--- config.mk ---
export PLATFORM = sky130hd
export DESIGN_NAME = drs_trigger_ctrl
export DESIGN_NICKNAME = d
export VERILOG_FILES = /design/src/rtl/drs_trigger_ctrl.sv
export SDC_FILE = /design/constraint.sdc
export NUM_CORES = 1
export LEC_CHECK = 0
export ABC_CLOCK_PERIOD_IN_PS = 1860
export CAP_MARGIN = 20
export CORE_MARGIN = 5
export CORE_UTILIZATION = 45
export DETAILED_ROUTE_END_ITERATION = 8
export GPL_TIMING_DRIVEN = 0
export MAX_ROUTING_LAYER = met4
export PLACE_DENSITY = 0.76
export REMOVE_ABC_BUFFERS = 1
export SLEW_MARGIN = 10
export SYNTH_ARGS = -nofsm -noshare
export SYNTH_HDL_FRONTEND = slang
export SYNTH_SLANG_ARGS = --single-unit
--- constraint.sdc ---
create_clock -name clock -period 1.86 [get_ports clock]
set_input_delay 0.372 -clock clock [delete_from_list [all_inputs] [get_ports clock]]
set_output_delay 0.372 -clock clock [all_outputs]
set_load 0.05 [all_outputs]
--- src/rtl/drs_trigger_ctrl.sv ---
// drs_trigger_ctrl: merges trigger sources, prescales them and gates single-cycle triggers to the DRS controller.
// Define DRS_TRG_PERIODIC_EN to add the periodic trigger source driven by period_i.
module drs_trigger_ctrl #(
  parameter int HOLDOFF_W    = 16,
  parameter int BUSY_TIMEOUT = 15
) (
  input  logic                 clock,
  input  logic                 reset,
  input  logic                 resync_i,
  input  logic                 enable_i,
  input  logic                 ext_trigger_i,
  input  logic                 sw_trigger_i,
  input  logic [7:0]           prescale_i,
  input  logic [HOLDOFF_W-1:0] holdoff_i,
  input  logic [31:0]          period_i,
  input  logic                 drs_busy_i,
  output logic                 trigger_o,
  output logic                 busy_o,
  output logic [31:0]          event_counter_o,
  output logic [15:0]          lost_event_counter_o,
  output logic [31:0]          deadtime_counter_o,
  output logic [2:0]           state_o
);
  typedef enum logic [2:0] {IDLE = 3'd0, ARMED = 3'd1, WAIT_BUSY = 3'd2, BUSY = 3'd3, HOLDOFF = 3'd4} state_t;
  localparam int TW = $clog2(BUSY_TIMEOUT + 1);
  state_t               state_q, state_d;
  logic                 busy_q, trig_q, ext_q;
  logic [7:0]           pre_q, pre_d;
  logic [HOLDOFF_W-1:0] hold_q, hold_d;
  logic [TW-1:0]        wait_q, wait_d;
  logic [31:0]          ev_q, ev_d, dead_q, dead_d;
  logic [15:0]          lost_q, lost_d;
  logic                 tick, cand, accept, in_seq;
`ifdef DRS_TRG_PERIODIC_EN
  logic [31:0] per_q;
  assign tick = state_q != IDLE && period_i != '0 && per_q >= period_i - 32'd1;
  always_ff @(posedge clock) begin
    if (reset || resync_i) per_q <= '0;
    else if (state_q != IDLE && period_i != '0) per_q <= tick ? '0 : per_q + 32'd1;
  end
`else
  logic unused_period;
  assign unused_period = ^period_i;
  assign tick = 1'b0;
`endif
  always_comb begin
    cand    = (ext_trigger_i & ~ext_q) | sw_trigger_i | tick;
    accept  = state_q == ARMED && enable_i && cand && pre_q == prescale_i;
    in_seq  = state_q == WAIT_BUSY || state_q == BUSY || state_q == HOLDOFF;
    pre_d   = (resync_i || accept) ? '0 : (state_q == ARMED && enable_i && cand) ? pre_q + 8'd1 : pre_q;
    ev_d    = resync_i ? '0 : ev_q + 32'(trig_q);
    lost_d  = resync_i ? '0 : (enable_i && cand && in_seq && lost_q != '1) ? lost_q + 16'd1 : lost_q;
    dead_d  = resync_i ? '0 : (enable_i && state_q != ARMED && dead_q != '1) ? dead_q + 32'd1 : dead_q;
    state_d = state_q;
    wait_d  = wait_q;
    hold_d  = hold_q;
    case (state_q)
      IDLE: if (enable_i) state_d = ARMED;
      ARMED:
        if (!enable_i) state_d = IDLE;
        else if (accept) begin
          state_d = WAIT_BUSY;
          wait_d  = '0;
        end
      WAIT_BUSY:
        if (drs_busy_i) state_d = BUSY;
        else if (wait_q == TW'(BUSY_TIMEOUT - 1)) begin
          state_d = HOLDOFF;
          hold_d  = '0;
        end else wait_d = wait_q + TW'(1);
      BUSY:
        if (!drs_busy_i) begin
          state_d = HOLDOFF;
          hold_d  = '0;
        end
      HOLDOFF:
        if (hold_q == holdoff_i) state_d = enable_i ? ARMED : IDLE;
        else hold_d = hold_q + HOLDOFF_W'(1);
      default: state_d = IDLE;
    endcase
  end
  // ext_q resets high so a level already present at reset is not an edge
  always_ff @(posedge clock) begin
    if (reset) begin
      state_q <= IDLE;
      busy_q  <= 1'b1;
      trig_q  <= 1'b0;
      ext_q   <= 1'b1;
      pre_q   <= '0;
      hold_q  <= '0;
      wait_q  <= '0;
      ev_q    <= '0;
      lost_q  <= '0;
      dead_q  <= '0;
    end else begin
      state_q <= state_d;
      busy_q  <= state_d != ARMED;
      trig_q  <= accept;
      ext_q   <= ext_trigger_i;
      pre_q   <= pre_d;
      hold_q  <= hold_d;
      wait_q  <= wait_d;
      ev_q    <= ev_d;
      lost_q  <= lost_d;
      dead_q  <= dead_d;
    end
  end
  assign trigger_o            = trig_q;
  assign busy_o               = busy_q;
  assign state_o              = state_q;
  assign event_counter_o      = ev_q;
  assign lost_event_counter_o = lost_q;
  assign deadtime_counter_o   = dead_q;
endmodule

==> qor.yml <==
htreeDepth: 4
nets: 902
rsz0062_at_grt: "yes"
grtUsageTotal_pct: 22.8
ys_warn_count: 0
critPathCaptureType: "flop"
holdBufCountCts: 0
finalHoldViolCount: 0
clock_skew_ps: 7.56
first_global_vias: 5739
insertion_delay_ps: 410
startpoint: "deadtime_counter_o[8]"
worst_pin_slew_ps: 603
row_count: 41
cts_made_buffers: 17
ant_nets: 0
placedCellCount: 944
vias: 5938
hp-class: "flop to flop"
wl_per_cell_um: 17.0
cts_tree: "built"
fin_crit_sh_pct: 99.7
clock_path_buffers: 2
overflow: 0
wl_um: 17300
cp_max_fo: 7
holdWs_ps: 497
syn_area_mm2: 0.00573
syn_area_per_cell_um2: 8.41
setup_ws_ps: 5.69
routabilityCongestion: 0.871
drive_above_1_share_pct: 21.4
vias_per_cell: 5.84
critical_path_arrival_ps: 2160
die_area_mm2: 0.0151
die_w_um: 123
drcViolationCount: 0
cp.required_ps: 2160
grt_pass1_wl_um: 27100
io_pins: 148
io_buffers: 115
fp.coreArea_mm2: 0.0126
start_kind: "flop"
hp-start: "hold_q[15]"
clkTransAtPathRegs_ps: 50
post-place-ws_ps: -822
firstDrtPassIters: 5
outcome: "finished clean"
max_freq_mhz: 539
synth_flop_cell: "dfxtp_1"
synth-seq-cells: 114
dpl.hpwl_um: 10800
antennaDiodeCount: 0
r2r_start: "deadtime_counter_o[8]"
critical_path_class: "flop to flop"
start_util_pct: 45.6
antenna_found_initial: 0
synthToLayoutAreaGrowth_pct: 43.7
powerDensity_mw_per_mm2: 708
finalCriticalPeriod_ps: 1850
drt_iter0_markers: 507
setup_viol: 0
final-instance-count-excl-fill: 1016
total_power_mw: 5.83
grt_max_degree: 37
synth_edf_count: 0
leakagePower_nw: 3.25
maxCapViolations: 0
ys_seq_area_share_pct: 39.8
cts_sinks: 114
async_flop_share_pct: 0
maxSlewHeadroom_pct: 59.8
final_core_util_pct: 65.6
synth_cells: 682
maxSlewViolCount: 0
cts-root-buf: "clkbuf_16"
synth_cell_types: 52
die_y_um: 123
vdd_drop_max_mv: 0.475
[path summary, 6_finish.rpt]
check        cells after the start                     end  slack (ps)
max                              6  deadtime_counter_o[27]           6
min                              2              hold_q[15]         500
max reg2reg                      6  deadtime_counter_o[27]           6
min reg2reg                      2              hold_q[15]         500
[timing repair]
item,CTS,global route
pin swaps,14,13
hold endpoints to repair,0,0
gates resized for setup,145,79
endpoints found under the setup margin,179,79
setup buffers,21,15
cloned,2,2
[per-layer routing]
metal | up-vias | part of all wire, % | track usage [%]
met5 | - | 0 | -
met1 | 2825 | 40 | 26.3
met4 | 0 | 2.1 | 8.89
met3 | 34 | 8.0 | 7.14
met2 | 287 | 50 | 36.9
li1 | 2792 | - | -
[Yosys cell counts (2+ instances only)]
library cell,count,share of area [%]
dfxtp_1,114,40
nor2_1,66,4.3
nand2_1,59,3.9
a21oi_1,42,3.7
xor2_1,36,5.5
xnor2_1,34,5.2
nand3_1,32,2.8
nand4_1,29,3.2
or3_1,29,3.2
o21ai_0,26,2.3
clkbuf_1,20,1.3
nor4_1,17,1.9
and2_1,16,1.7
inv_1,15,0.98
nor3_1,15,1.3
and4_1,13,2.0
or4_1,11,1.4
and3_1,10,1.1
a31o_2,8,1.2
a31oi_1,8,0.87
ha_1,8,1.7
o211ai_1,7,0.92
o31ai_1,7,0.92
buf_2,6,0.52
or2_2,6,0.65
mux2i_1,5,0.87
a2111oi_0,4,0.61
o41ai_1,4,0.61
a211oi_1,3,0.39
nor2b_1,3,0.33
o311ai_0,3,0.46
a41o_1,2,0.35
buf_6,2,0.39
nand4_2,2,0.44
nor4b_1,2,0.31
o21a_1,2,0.26
[through the flow]
step | area [um^2] | TNS (ps)
after global placement | 6970 | -86540
final | 8240 | 0
after global routing | 8240 | -855
after CTS | 7860 | -38.5
after floorplan | 5610 | -36180
after detailed placement | 7020 | -52410
[power by group]
part	total, mW	internal, mW	switching [mW]
sequential	2.45	2.44	0.00623
combinational	0.242	0.111	0.131
clock	3.14	2.05	1.09
[sequential cells by signal (all words and copies together), names as in the netlist]
signal / count
ext_q: 1
hold_q: 16
deadtime_counter_o: 32
pre_q: 8
busy_o: 1
state_o: 3
event_counter_o: 32
wait_q: 4
lost_event_counter_o: 16
trigger_o: 1
[logic make-up (layout without fill, tap and decap cells)]
| kind of cell | Yosys count | after routing | synth area share [%] |
|---|---|---|---|
| flip-flops | 114 | 114 | 39.8 |
| multiplexers | 5 | 5 | 0.873 |
| XOR/XNOR | 70 | 70 | 10.7 |
| buffers and inverters | 43 | 201 | 3.21 |
| adder cells (fa/ha/maj) | 8 | 8 | 1.75 |
| AND/OR/NAND/NOR | 319 | 322 | 29.9 |
| AO/OA/AOI/OAI | 123 | 124 | 13.8 |
[final cells by class]
type | count | area [um^2]
Fill cell | 1019 | 4330
Multi-Input combinational cell | 529 | 3690
Sequential cell | 114 | 2340
Timing Repair Buffer | 154 | 1370
Clock buffer | 29 | 531
Tap cell | 172 | 215
Inverter | 15 | 56.3
Clock inverter | 3 | 42.5
[placed cells by master (no fill, tap or decap), types with 29 or more instances in the layout]
master         instances
a21oi_1               41
buf_4                 34
dfxtp_1               82
dlygate4sd2_1         84
nand2_1               56
nand3_1               30
nand4_1               29
nor2_1                63
xnor2_1               34
xor2_1                35
[critical path, cell delays in order, from the launching register on]
cell      delay (ps)
dfxtp_1          400
and4_4           280
buf_4            130
nand4_1          160
a211oi_4         420
a21oi_1          140
a31o_2           230
Power figures use the tool's default switching activity.
